--- src/rtl/water_collider.sv ---
// Drop-vs-plane bounding-box collider: one hit per drop pass, saturating score.
// Re-arms when the drop wraps back to the top (seen as a y decrease).
module water_collider #(
    parameter int PLANE_W = 64,
    parameter int PLANE_H = 64,
    parameter int WATER_W = 32,
    parameter int WATER_H = 32,
    parameter int SCORE_W = 8
) (
    input  logic               clk,
    input  logic               rst,
    input  logic               clear,
    input  logic               frame,
    input  logic [10:0]        plane_x,
    input  logic [10:0]        plane_y,
    input  logic [10:0]        water_x,
    input  logic [10:0]        water_y,
    output logic               hit,
    output logic               armed,
    output logic [SCORE_W-1:0] score,
    output logic               score_max
);

    typedef enum logic {
        ARMED,
        SPENT
    } state_t;

    state_t             state_q, state_d;
    logic               hit_q, hit_d;
    logic [SCORE_W-1:0] score_q, score_d;
    logic               max_q, max_d;
    logic [10:0]        last_y_q, last_y_d;

    logic [11:0] px, py, wx, wy;
    logic        overlap;
    logic        wrap;

    // 12-bit operands so that position + size can never wrap around.
    assign px = {1'b0, plane_x};
    assign py = {1'b0, plane_y};
    assign wx = {1'b0, water_x};
    assign wy = {1'b0, water_y};

    assign overlap = (wx < px + 12'(PLANE_W)) &
                     (px < wx + 12'(WATER_W)) &
                     (wy < py + 12'(PLANE_H)) &
                     (py < wy + 12'(WATER_H));

    assign wrap = frame & (water_y < last_y_q);

    always_comb begin
        state_d  = state_q;
        hit_d    = 1'b0;
        score_d  = score_q;
        last_y_d = last_y_q;
        if (clear) begin
            state_d  = ARMED;
            score_d  = '0;
            last_y_d = water_y;
        end else begin
            if (frame) begin
                last_y_d = water_y;
            end
            case (state_q)
                ARMED: begin
                    if (frame && overlap) begin
                        hit_d   = 1'b1;
                        state_d = SPENT;
                        if (!(&score_q)) begin
                            score_d = score_q + SCORE_W'(1);
                        end
                    end
                end
                SPENT: begin
                    if (wrap) begin
                        state_d = ARMED;
                    end
                end
                default: state_d = ARMED;
            endcase
        end
        max_d = &score_d;
    end

    always_ff @(posedge clk or negedge rst) begin
        if (!rst) begin
            state_q  <= ARMED;
            hit_q    <= 1'b0;
            score_q  <= '0;
            max_q    <= 1'b0;
            last_y_q <= '0;
        end else begin
            state_q  <= state_d;
            hit_q    <= hit_d;
            score_q  <= score_d;
            max_q    <= max_d;
            last_y_q <= last_y_d;
        end
    end

    assign hit       = hit_q;
    assign armed     = (state_q == ARMED);
    assign score     = score_q;
    assign score_max = max_q;

endmodule

--- config.mk ---
export PLATFORM = sky130hd
export DESIGN_NAME = water_collider
export DESIGN_NICKNAME = d
export VERILOG_FILES = /design/src/rtl/water_collider.sv
export SDC_FILE = /design/constraint.sdc
export NUM_CORES = 1
export LEC_CHECK = 0
export CAP_MARGIN = 40
export CORE_ASPECT_RATIO = 1.1
export CORE_UTILIZATION = 40
export CTS_BUF_LIST = sky130_fd_sc_hd__clkbuf_8
export DETAILED_ROUTE_END_ITERATION = 12
export MAX_ROUTING_LAYER = met4
export PLACE_DENSITY_LB_ADDON = 0.1
export SLEW_MARGIN = 30
export SYNTH_ARGS = -nofsm -noshare
export SYNTH_HDL_FRONTEND = slang
export SYNTH_SLANG_ARGS = --single-unit
--- constraint.sdc ---
create_clock -name clk -period 2.1 [get_ports clk]
set_input_delay 0.525 -clock clk [delete_from_list [all_inputs] [get_ports clk]]
set_output_delay 0.525 -clock clk [all_outputs]
set_load 0.05 [all_outputs]
==> impl_results.md <==
- Final ANT Viol Nets: 0
- Initial antenna violation count: 0
- Worst Hold Path Cells: 2
- Critical path buffers and inverters: 2
- Crit path kind: input port to register
- CP max stage cell: or4b_4
- Die W: 81.1 microns
- Yosys cell types: 60
- CTS clk-pin slew, worst paths: 0.09 ns
- Worst Skew: 0.00353 ns
- Met2 wire length: 3960 microns
- Synth-to-Final Area Change: 64.6%
- Worst Path Required: 2.27 ns
- Relative slew slack: 66.4%
- Rows: 31
- Synthesized area: 2750 sq um
- Initial DRC count: 65
- Yosys Warn Count: 0
- Vias in the first global route: 2,819
- Skew-Pair Late Insertion Delay: 0.27 ns
- Grt total ovfl: 0
- Drt drc: 0
- Largest net degree at the start of global routing: 23
- Starting density of the core: 41.5%
- RSZ-0062 raised after global routing: true
- Seq/Total Area, Yosys: 20.0%
- CTS Sinks: 22
- Die Span Y: 89.0 microns
- Status: complete, but fails checks
- Via Count: 2,723
- Final count of hold timing violations: 0
- Critical path depth: 14
- Yosys reg bits: 22
- H-tree depth: 1
- Data arrival, critical path: 3.04 ns
- Tcrit/Tclk final: 137%
- Lkg Pwr: 2.12 nW
- TritonCTS Buffers: 3
- I/O pins: 59
- Synth async-reset ratio: 100%
- Crit-path max cell delay: 0.53 ns
- Met1 WL: 3350 microns
- F_max: 348 MHz
- Post-synth EDFFs: 0
- Worst-case hold slack: 0.498 ns
- Post-synth top area cell: ha_1
- Crit-path cells: buf_8, ha_4, nand3_2, xor2_1, ha_1, a21o_1, o211ai_1, o21ai_2, a2111oi_4, buf_4, nand3_4, or4b_4, o21ai_4, nor4b_2
- Pwr Total: 1.70 mW
- WL per Instance: 14.1 microns
- Peak supply drop: 264 uV
- GRT Util Overall: 22.8%
- WL final: 7560 microns
- First-pass GRT wire length: 12,500 microns
- Failing checks: setup timing
- Port Buffers: 58
- DR top layer: met4
- Drt first pass iters: 4
- Reg2Reg Depth: 9
- Slew Limit Fails: 0
- Core Area: 6630 sq um
- Post-Syn Area per Cell: 8.93 sq um
- Final Worst Setup Slack: -0.775 ns
- Final min period: 2.88 ns
- WL met3: 176 microns
- MaxCap Viol Count: 0
- Diode count: 0
- Share of cells above drive strength 1: 44.5%
- Final nets: 558
- Worst Hold Class: register to register
- Vias/cell: 5.08
- Synth top area cells: ha_1 (25%), dfrtp_1 (20%), inv_1 (5.3%)
- Max Root-Sink Buffers: 2
- Top-area cell type share of the netlist area: 25.0%
- HPWL after detailed placement: 5780 microns
- Fill count: 567
- Top cell family by delay on the critical path: compound AO/OA/AOI/OAI gates
- Syn_nets: 411
- CTS tree: built
- Worst-path fanout max: 5
- # setup viols final: 11
- CP startpoint kind: input port
- GP Congestion: 0.845
- Most used DFF post-synth: dfrtp_1
- Worst setup EP type: register
- Register area: 551 sq um
- Die area: 7210 sq um
- Cell Pwr Density: 375 nW/um^2
- Cells after synthesis: 308
- Worst slack, placed: -1.49 ns
- Multi-input logic area: 2460 sq um
- Root buffer cell: clkbuf_8
- Measured slew at the worst slew-check pin: 0.503 ns
report_power, final:
part / switching [mW] / total (mW) / internal (mW) / leakage, nW
registers: 0.0140 / 0.459 / 0.445 / 0.283
clock network: 0.163 / 0.418 / 0.255 / 0.0357
logic: 0.384 / 0.822 / 0.438 / 1.80
through the flow:
step / TNS [ns] / area, sq um / util [%] / instances
2_1_floorplan: -4.48 / 2820 / - / 308
3_3_place_gp: -12.93 / 4060 / 61.2 / 525
3_5_place_dp: -13.77 / 4060 / 61.2 / 525
4_1_cts: -5.72 / 4480 / 67.5 / 535
5_1_grt: -6.91 / 4530 / 68.3 / 536
6_report: -5.74 / 4530 / 68.3 / 536
worst reg2reg max path, cell delays in order (launching register included):
cell,delay [ns]
dfrtp_1,0.43
nand4b_1,0.20
o32ai_2,0.12
buf_4,0.16
o211ai_1,0.12
a211oi_4,0.33
nand3_4,0.18
or4b_4,0.53
o21ai_4,0.08
nor4b_2,0.06
path summary, 6_finish.rpt:
path,from,endpoint,slack [ns]
worst min register to register,last_y_q[3],last_y_q[3],0.50
worst min-delay path,last_y_q[3],last_y_q[3],0.50
max in group asynchronous,rst,last_y_q[5],1.23
min in group asynchronous,rst,last_y_q[2],0.62
worst max-delay path,water_y[5],score_max,-0.78
worst max register to register,state_q,score_max,-0.22
cells in the final DEF, fill, tap and decap left out, types with 2 or more instances in the layout:
cell type        instances
dlygate4sd2_1           20
nand3_2                  8
or2_2                    3
xnor2_1                  5
o21ai_2                  3
nand2_1                 21
clkbuf_8                 3
and3_4                   5
inv_1                   31
o22ai_1                  2
buf_6                    9
mux2_2                   7
nand4_1                  5
a21oi_2                  3
xor2_1                  11
ha_2                     2
buf_4                   93
nor3_2                   2
o211ai_1                 4
ha_1                    40
o21ai_1                  2
clkdlybuf4s50_1         12
nand3_1                  8
ha_4                    13
inv_2                    8
dfrtp_1                 22
a211oi_4                 2
o21ai_0                 12
nand3_4                  2
a21oi_1                  8
nor3_4                   2
buf_8                    3
buf_2                    6
a2111oi_4                3
nand2b_1                 5
o21a_1                   5
nor2_1                  16
a21o_1                   6
repair_timing:
item / 4_1_cts / 5_1_grt
resized for setup: 159 / 17
hold buffers: 0 / 0
endpoints found under the setup margin: 11 / 12
pin swaps: 38 / 23
setup buffers: 7 / 2
routing by layer:
metal,track usage (%),vias to the layer above
met5,-,-
met3,3.16,8
met1,25.7,1269
li1,-,1406
met2,42.4,40
met4,5.19,0
sequential cells by signal, indices dropped and copies added, names as in the netlist:
name	count
hit	1
last_y_q	11
score	8
score_max	1
state_q	1
cell families after synthesis:
group	Yosys count	synth area share (%)
DFF	22	20.0
xor gates and xnor gates	18	5.73
AOI/OAI and AO/OA	69	20.8
adders and majority gates	55	25.0
muxes	8	3.23
buffers and inverters	43	6.55
and+or+nand+nor	93	18.6
cells in the mapped netlist, types with 2 or more instances:
cell / instances
a2111oi_4: 2
dfrtp_1: 22
o22ai_1: 2
nand3_1: 15
nor4_1: 2
mux2_2: 7
and3_1: 5
a21oi_1: 11
buf_6: 2
o21ai_0: 16
o21a_1: 5
a21o_1: 6
nor2_1: 18
or2_2: 3
o211ai_1: 4
nor3_1: 5
inv_1: 39
xor2_1: 12
nand4_1: 5
nand2b_1: 5
nand2_1: 21
ha_1: 55
xnor2_1: 6
a211oi_1: 2
nand3_2: 3
cell type report:
class                           instances  area share, %
Multi-Input combinational cell        243           54.3
Sequential cell                        22           12.2
Inverter                               39           3.23
Clock buffer                            3          0.912
Timing Repair Buffer                  146           26.4
Tap cell                               82           2.27
Clock inverter                          1          0.663
No activity file was read; power rests on OpenSTA's default activity.
